[config.mk]
export PLATFORM = sky130hd
export DESIGN_NAME = frame_buff_wr_ctrl_flat
export DESIGN_NICKNAME = d
export VERILOG_FILES = /design/src/rtl/frame_buff_wr_ctrl_if.sv /design/src/rtl/frame_buff_wr_ctrl.sv /design/src/flat_wrapper.sv
export SDC_FILE = /design/constraint.sdc
export NUM_CORES = 1
export LEC_CHECK = 0
export ABC_AREA = 0
export CORE_MARGIN = 3
export CORE_UTILIZATION = 48
export DETAILED_ROUTE_END_ITERATION = 8
export PLACE_DENSITY = 0.88
export SETUP_SLACK_MARGIN = 0.1
export SLEW_MARGIN = 20
export SYNTH_ARGS = -nofsm -noshare
export SYNTH_HDL_FRONTEND = slang
export SYNTH_SLANG_ARGS = --single-unit
[constraint.sdc]
create_clock -name clk -period 2.6 [get_ports clk]
set_clock_uncertainty 0.15 [all_clocks]
set_input_delay 0.65 -clock clk [delete_from_list [all_inputs] [get_ports clk]]
set_output_delay 0.65 -clock clk [all_outputs]
set_load 0.005 [all_outputs]
[src/rtl/frame_buff_wr_ctrl_if.sv]
// Write-side bundle of the frame_buff controller: requests, pixel stream and RAM port A.
// master drives the requests and pixels; slave is the controller that drives the RAM port.
interface frame_buff_wr_ctrl_if #(
    parameter int c_nb_img_pxls = 13,
    parameter int c_nb_buf      = 12
);
    logic                     i_arm;
    logic                     i_cont;
    logic                     i_clear;
    logic [c_nb_buf-1:0]      i_clr_val;
    logic                     i_pxl_vld;
    logic                     i_sof;
    logic [c_nb_buf-1:0]      i_pxl;
    logic                     o_wea;
    logic [c_nb_img_pxls-1:0] o_addra;
    logic [c_nb_buf-1:0]      o_dina;
    logic                     o_busy;
    logic                     o_frame_done;
    logic                     o_clr_done;
    logic                     o_err_short;

    modport master (
        output i_arm, i_cont, i_clear, i_clr_val, i_pxl_vld, i_sof, i_pxl,
        input  o_wea, o_addra, o_dina, o_busy, o_frame_done, o_clr_done, o_err_short
    );

    modport slave (
        input  i_arm, i_cont, i_clear, i_clr_val, i_pxl_vld, i_sof, i_pxl,
        output o_wea, o_addra, o_dina, o_busy, o_frame_done, o_clr_done, o_err_short
    );
endinterface

[src/rtl/frame_buff_wr_ctrl.sv]
// Write-port sequencer for frame_buff: captures one raster frame from a pixel stream,
// or fills the whole buffer with a constant. All RAM-side outputs are registered.
module frame_buff_wr_ctrl #(
    parameter int c_img_cols    = 80,
    parameter int c_img_rows    = 60,
    parameter int c_img_pxls    = c_img_cols * c_img_rows,
    parameter int c_nb_img_pxls = 13,
    parameter int c_nb_buf      = 12
) (
    input  logic                 clk,
    input  logic                 rst_n,
    frame_buff_wr_ctrl_if.slave  bus
);

    typedef enum logic [1:0] {IDLE, CLEAR, WAIT_SOF, CAPTURE} state_t;

    localparam logic [c_nb_img_pxls-1:0] c_last_addr = c_nb_img_pxls'(c_img_pxls - 1);
    localparam logic [c_nb_img_pxls-1:0] c_one       = c_nb_img_pxls'(1);

    state_t                   state, state_nx;
    logic [c_nb_img_pxls-1:0] cnt, cnt_nx;
    logic [c_nb_buf-1:0]      clr_val, clr_val_nx;

    logic                     wea_p1, wea_nx;
    logic [c_nb_img_pxls-1:0] addra_p1, addra_nx;
    logic [c_nb_buf-1:0]      dina_p1, dina_nx;
    logic                     frame_done_p1, frame_done_nx;
    logic                     clr_done_p1, clr_done_nx;
    logic                     err_short_p1, err_short_nx;

    always_comb begin
        state_nx      = state;
        cnt_nx        = cnt;
        clr_val_nx    = clr_val;
        wea_nx        = 1'b0;
        addra_nx      = addra_p1;
        dina_nx       = dina_p1;
        frame_done_nx = 1'b0;
        clr_done_nx   = 1'b0;
        err_short_nx  = 1'b0;

        case (state)
            IDLE: begin
                if (bus.i_clear) begin
                    state_nx   = CLEAR;
                    cnt_nx     = '0;
                    clr_val_nx = bus.i_clr_val;
                end else if (bus.i_arm) begin
                    state_nx = WAIT_SOF;
                end
            end

            CLEAR: begin
                wea_nx   = 1'b1;
                addra_nx = cnt;
                dina_nx  = clr_val;
                if (cnt == c_last_addr) begin
                    clr_done_nx = 1'b1;
                    cnt_nx      = '0;
                    state_nx    = IDLE;
                end else begin
                    cnt_nx = cnt + c_one;
                end
            end

            WAIT_SOF: begin
                // Anything before the first SOF is mid-frame junk and is dropped.
                if (bus.i_pxl_vld && bus.i_sof) begin
                    wea_nx   = 1'b1;
                    addra_nx = '0;
                    dina_nx  = bus.i_pxl;
                    cnt_nx   = c_one;
                    state_nx = CAPTURE;
                end
            end

            CAPTURE: begin
                if (bus.i_pxl_vld) begin
                    wea_nx  = 1'b1;
                    dina_nx = bus.i_pxl;
                    if (bus.i_sof) begin
                        // A fresh SOF before the frame filled: resync onto the new frame.
                        err_short_nx = 1'b1;
                        addra_nx     = '0;
                        cnt_nx       = c_one;
                    end else begin
                        addra_nx = cnt;
                        if (cnt == c_last_addr) begin
                            frame_done_nx = 1'b1;
                            cnt_nx        = '0;
                            state_nx      = bus.i_cont ? WAIT_SOF : IDLE;
                        end else begin
                            cnt_nx = cnt + c_one;
                        end
                    end
                end
            end

            default: state_nx = IDLE;
        endcase
    end

    always_ff @(posedge clk) begin
        if (!rst_n) begin
            state         <= IDLE;
            cnt           <= '0;
            wea_p1        <= 1'b0;
            addra_p1      <= '0;
            dina_p1       <= '0;
            frame_done_p1 <= 1'b0;
            clr_done_p1   <= 1'b0;
            err_short_p1  <= 1'b0;
        end else begin
            state         <= state_nx;
            cnt           <= cnt_nx;
            wea_p1        <= wea_nx;
            addra_p1      <= addra_nx;
            dina_p1       <= dina_nx;
            frame_done_p1 <= frame_done_nx;
            clr_done_p1   <= clr_done_nx;
            err_short_p1  <= err_short_nx;
        end
    end

    // Clear value is only consumed in CLEAR, which always reloads it on entry.
    always_ff @(posedge clk) begin
        clr_val <= clr_val_nx;
    end

    assign bus.o_wea        = wea_p1;
    assign bus.o_addra      = addra_p1;
    assign bus.o_dina       = dina_p1;
    assign bus.o_frame_done = frame_done_p1;
    assign bus.o_clr_done   = clr_done_p1;
    assign bus.o_err_short  = err_short_p1;
    assign bus.o_busy       = (state != IDLE);

endmodule

[src/flat_wrapper.sv]
// flat-port wrapper written by rule: the top's interface ports become plain ports
module frame_buff_wr_ctrl_flat 
#(
    parameter int c_img_cols    = 80,
    parameter int c_img_rows    = 60,
    parameter int c_img_pxls    = c_img_cols * c_img_rows,
    parameter int c_nb_img_pxls = 13,
    parameter int c_nb_buf      = 12
)
  (clk, rst_n, bus_i_arm, bus_i_cont, bus_i_clear, bus_i_clr_val, bus_i_pxl_vld, bus_i_sof, bus_i_pxl, bus_o_wea, bus_o_addra, bus_o_dina, bus_o_busy, bus_o_frame_done, bus_o_clr_done, bus_o_err_short);
  frame_buff_wr_ctrl_if #(.c_nb_img_pxls(c_nb_img_pxls), .c_nb_buf(c_nb_buf)) bus_i ();
  input  logic clk;
  input  logic rst_n;
  input wire logic [$bits(bus_i.i_arm)-1:0] bus_i_arm;
  input wire logic [$bits(bus_i.i_cont)-1:0] bus_i_cont;
  input wire logic [$bits(bus_i.i_clear)-1:0] bus_i_clear;
  input wire logic [$bits(bus_i.i_clr_val)-1:0] bus_i_clr_val;
  input wire logic [$bits(bus_i.i_pxl_vld)-1:0] bus_i_pxl_vld;
  input wire logic [$bits(bus_i.i_sof)-1:0] bus_i_sof;
  input wire logic [$bits(bus_i.i_pxl)-1:0] bus_i_pxl;
  output wire logic [$bits(bus_i.o_wea)-1:0] bus_o_wea;
  output wire logic [$bits(bus_i.o_addra)-1:0] bus_o_addra;
  output wire logic [$bits(bus_i.o_dina)-1:0] bus_o_dina;
  output wire logic [$bits(bus_i.o_busy)-1:0] bus_o_busy;
  output wire logic [$bits(bus_i.o_frame_done)-1:0] bus_o_frame_done;
  output wire logic [$bits(bus_i.o_clr_done)-1:0] bus_o_clr_done;
  output wire logic [$bits(bus_i.o_err_short)-1:0] bus_o_err_short;
  assign bus_i.i_arm = bus_i_arm;
  assign bus_i.i_cont = bus_i_cont;
  assign bus_i.i_clear = bus_i_clear;
  assign bus_i.i_clr_val = bus_i_clr_val;
  assign bus_i.i_pxl_vld = bus_i_pxl_vld;
  assign bus_i.i_sof = bus_i_sof;
  assign bus_i.i_pxl = bus_i_pxl;
  assign bus_o_wea = bus_i.o_wea;
  assign bus_o_addra = bus_i.o_addra;
  assign bus_o_dina = bus_i.o_dina;
  assign bus_o_busy = bus_i.o_busy;
  assign bus_o_frame_done = bus_i.o_frame_done;
  assign bus_o_clr_done = bus_i.o_clr_done;
  assign bus_o_err_short = bus_i.o_err_short;
  frame_buff_wr_ctrl #(.c_img_cols(c_img_cols), .c_img_rows(c_img_rows), .c_img_pxls(c_img_pxls), .c_nb_img_pxls(c_nb_img_pxls), .c_nb_buf(c_nb_buf)) u_core (.clk(clk), .rst_n(rst_n), .bus(bus_i));
endmodule
==> run_results.csv <==
group,metric,value,unit
drt,dr.pass1.iters,5,
place,dp_hpwl,4120,µm
floorplanning,fp.dieArea,5800,µm²
synth,synthCells,225,
sta,tightest_slew,643,ps
global_route,antenna_found_initial,0,
clocking,cts_setup_buffers,0,
global_route,track_usage,0.190,
sta,rsz0062_at_grt,"false",
place,gp_congestion,0.859,
clocking,cts-root-buf,"clkbuf_8",
sta,slew_headroom,0.571,
clocking,clock_path_buffers,2,
setup_path,r2r_slack,320,ps
setup_path,rr_worst_depth,4,
drt,drt_wl_total,5520,µm
setup_path,cp.required,1800,ps
clocking,cts_tree,"yes",
floorplanning,num_io_pins,61,
drt,drcViolationCount,0,
synth,syn_avg_cell_area,10.5,µm²
synth,synth-edff-count,12,
synth,yosys.area.top_type,"dfxtp_1",
floorplanning,dieHeight,76.1,µm
setup_path,critPathLaunch,"u_core.state[0]$_SDFFE_PN0P_",
sta,tns,0,ps
sta,clock.fmax,412,MHz
global_route,grt_pass1_vias,1989,
clocking,numCtsBuffers,5,
sta,finalCriticalPeriod,2430,ps
floorplanning,initial_core_util,0.521,
synth,synth-seq-cells,56,
clocking,clock-sinks,56,
cells_and_area,layout-drive-gt1-share,0.0982,
synth,netlist.area_leader.share,0.373,
drt,routedWlPerCell,15.8,µm
run_status,outcome,"complete, no violations",
synth,synthTopCellsByArea,"dfxtp_1, edfxtp_1, mux2i_1",
floorplanning,rows,24,
sta,slew_viol_final,0,
setup_path,cp-start-kind,"flop",
power,leakage,1.05,nW
clocking,ctsHoldBuffers,0,
synth,ys_warn_count,0,
drt,ant_nets,0,
floorplanning,fp.dieW,76.1,µm
synth,synthArstFlopShare,0,
synth,syn_area,2360,µm²
drt,routed_via_density,5.65,
synth,post_synth_num_cell_types,44,
cells_and_area,diodes,0,
sta,setup_viol_count_final,0,
drt,num_vias,1976,
drt,drt_iter0_drc,251,
setup_path,cp.arrival,1630,ps
synth,synth_nets,257,
global_route,grt_pass1_wl,9000,µm
setup_path,worstReg2RegEnd,"u_core.cnt[10]$_SDFFE_PN0P_",
min_path,holdPathStages,1,
setup_path,critical_path_peak_fanout,9,
synth,synth_flop_cell,"dfxtp_1",
clocking,path_clk_slew,90,ps
clocking,cts_htree_levels,2,
global_route,grt_max_degree,32,
clocking,clk_latency,310,ps
place,portBuffers,60,
sta,finalHoldViolCount,0,
cells_and_area,syn2layout_area_growth,32.4,%
sta,period_share,0.933,
clocking,cts_resized,0,
setup_path,crit_end,"bus_o_busy",
power,power,0.00177,W
power,peakVddDrop,0.000388,V
floorplanning,coreArea,4530,µm²
setup_path,crit_type,"flop to primary output",
run,maxCapViolCount,0,
setup_path,r2r-start,"u_core.cnt[8]$_SDFFE_PN0P_",
power,p_per_area,566,nW/µm²
global_route,gr-total-overflow,0,
synth,ys_seq_area_frac,0.526,
min_path,hp-class,"flop to flop",
setup_path,cp-end-kind,"primary output",
cells_and_area,final_nets,316,
==> worst min path at each step <==
stage	start	slack, ps	end
2_1_floorplan	u_core.cnt[1]$_SDFFE_PN0P_	310	u_core.cnt[1]$_SDFFE_PN0P_
3_3_place_gp	u_core.bus.o_addra[11]$_SDFFE_PN0P_	310	u_core.bus.o_addra[11]$_SDFFE_PN0P_
3_5_place_dp	u_core.bus.o_addra[8]$_SDFFE_PN0P_	320	u_core.bus.o_addra[8]$_SDFFE_PN0P_
4_1_cts	u_core.bus.o_addra[8]$_SDFFE_PN0P_	340	u_core.bus.o_addra[8]$_SDFFE_PN0P_
5_1_grt	u_core.bus.o_addra[9]$_SDFFE_PN0P_	350	u_core.bus.o_addra[9]$_SDFFE_PN0P_
6_report	u_core.bus.o_addra[8]$_SDFFE_PN0P_	330	u_core.bus.o_addra[8]$_SDFFE_PN0P_
==> stage by stage <==
stage / hold WS (ps) / utilization / setup WS (ps) / instances / cell area [µm²]
2_1_floorplan: 312 / - / 449 / 225 / 2360
4_1_cts: 338 / 0.690 / 200 / 350 / 3130
3_5_place_dp: 318 / 0.666 / -44.4 / 342 / 3020
3_3_place_gp: 313 / 0.666 / 31.6 / 342 / 3020
5_1_grt: 350 / 0.690 / 141 / 350 / 3130
6_report: 331 / 0.690 / 173 / 350 / 3130
==> cell families (layout without fill, tap and decap cells) <==
family	after synthesis	count (layout)	share of synthesized area
compound gates	57	57	0.188
mux	12	12	0.0509
fa+ha+maj	1	1	0.00530
simple gates	72	72	0.166
xor+xnor	5	5	0.0185
buf+inv	22	82	0.0450
flops	56	56	0.526
==> worst max-delay path, cell delays in order (launching register included) <==
cell and delay [ps]:
dfxtp_1 500, inv_1 190, nand2_1 120, clkdlybuf4s50_1 520
==> power by group <==
part | internal, W | switching (W) | total [W]
clock | 0.000286 | 0.000269 | 0.000555
combinational | 0.000134 | 0.000126 | 0.000260
sequential | 0.000929 | 0.0000240 | 0.000953
total | 0.00135 | 0.000419 | 0.00177
==> registers in the layout, indices dropped and copies added (netlist names) <==
name and flops:
u_core.clr_val 12, u_core.cnt 13, u_core.state 2, u_core.bus.o_wea 1, u_core.bus.o_clr_done 1, u_core.bus.o_frame_done 1, u_core.bus.o_dina 12, u_core.bus.o_addra 13
u_core.bus.o_err_short 1
==> routing by layer <==
metal  routed length (µm)  part of all wire  global-route usage
met1                 2190              0.40               0.214
met2                 2840              0.52               0.340
met3                  405             0.073              0.0508
met4                   79             0.014              0.0761
met5                    0                 0                   0
==> cell type report <==
type,count,area (µm²)
Multi-Input combinational cell,147,1010
Fill cell,344,1410
Clock buffer,6,72.6
Timing Repair Buffer,68,661
Sequential cell,56,1240
Tap cell,65,81.3
Clock inverter,2,35.0
Inverter,6,22.5
==> synthesized netlist by cell type (3+ instances only) <==
master	count
a22o_1	10
a21oi_1	4
nand3_1	9
xnor2_1	5
edfxtp_1	12
buf_6	3
clkbuf_1	11
nand2_1	12
a22oi_1	4
nor2_1	24
a2111oi_0	3
a31oi_1	4
dfxtp_1	44
inv_1	6
o21ai_0	4
a211oi_1	14
mux2i_1	12
nor3_1	3
nor3_2	7
nand4_1	6
==> placed cells by master (no fill, tap or decap), types with 3 or more instances in the layout <==
cell type        instances
buf_4                    8
nor2_1                  24
nand4_1                  6
nor3_2                   7
nor3_1                   3
inv_1                    6
edfxtp_1                12
a22o_1                  10
nand3_1                  9
a2111oi_0                3
a211oi_1                14
a21oi_1                  4
clkdlybuf4s50_1         60
a31oi_1                  4
a22oi_1                  4
o21ai_0                  4
dfxtp_1                 44
mux2i_1                 12
nand2_1                 12
xnor2_1                  5
clkbuf_8                 5
Power figures use the tool's default switching activity.
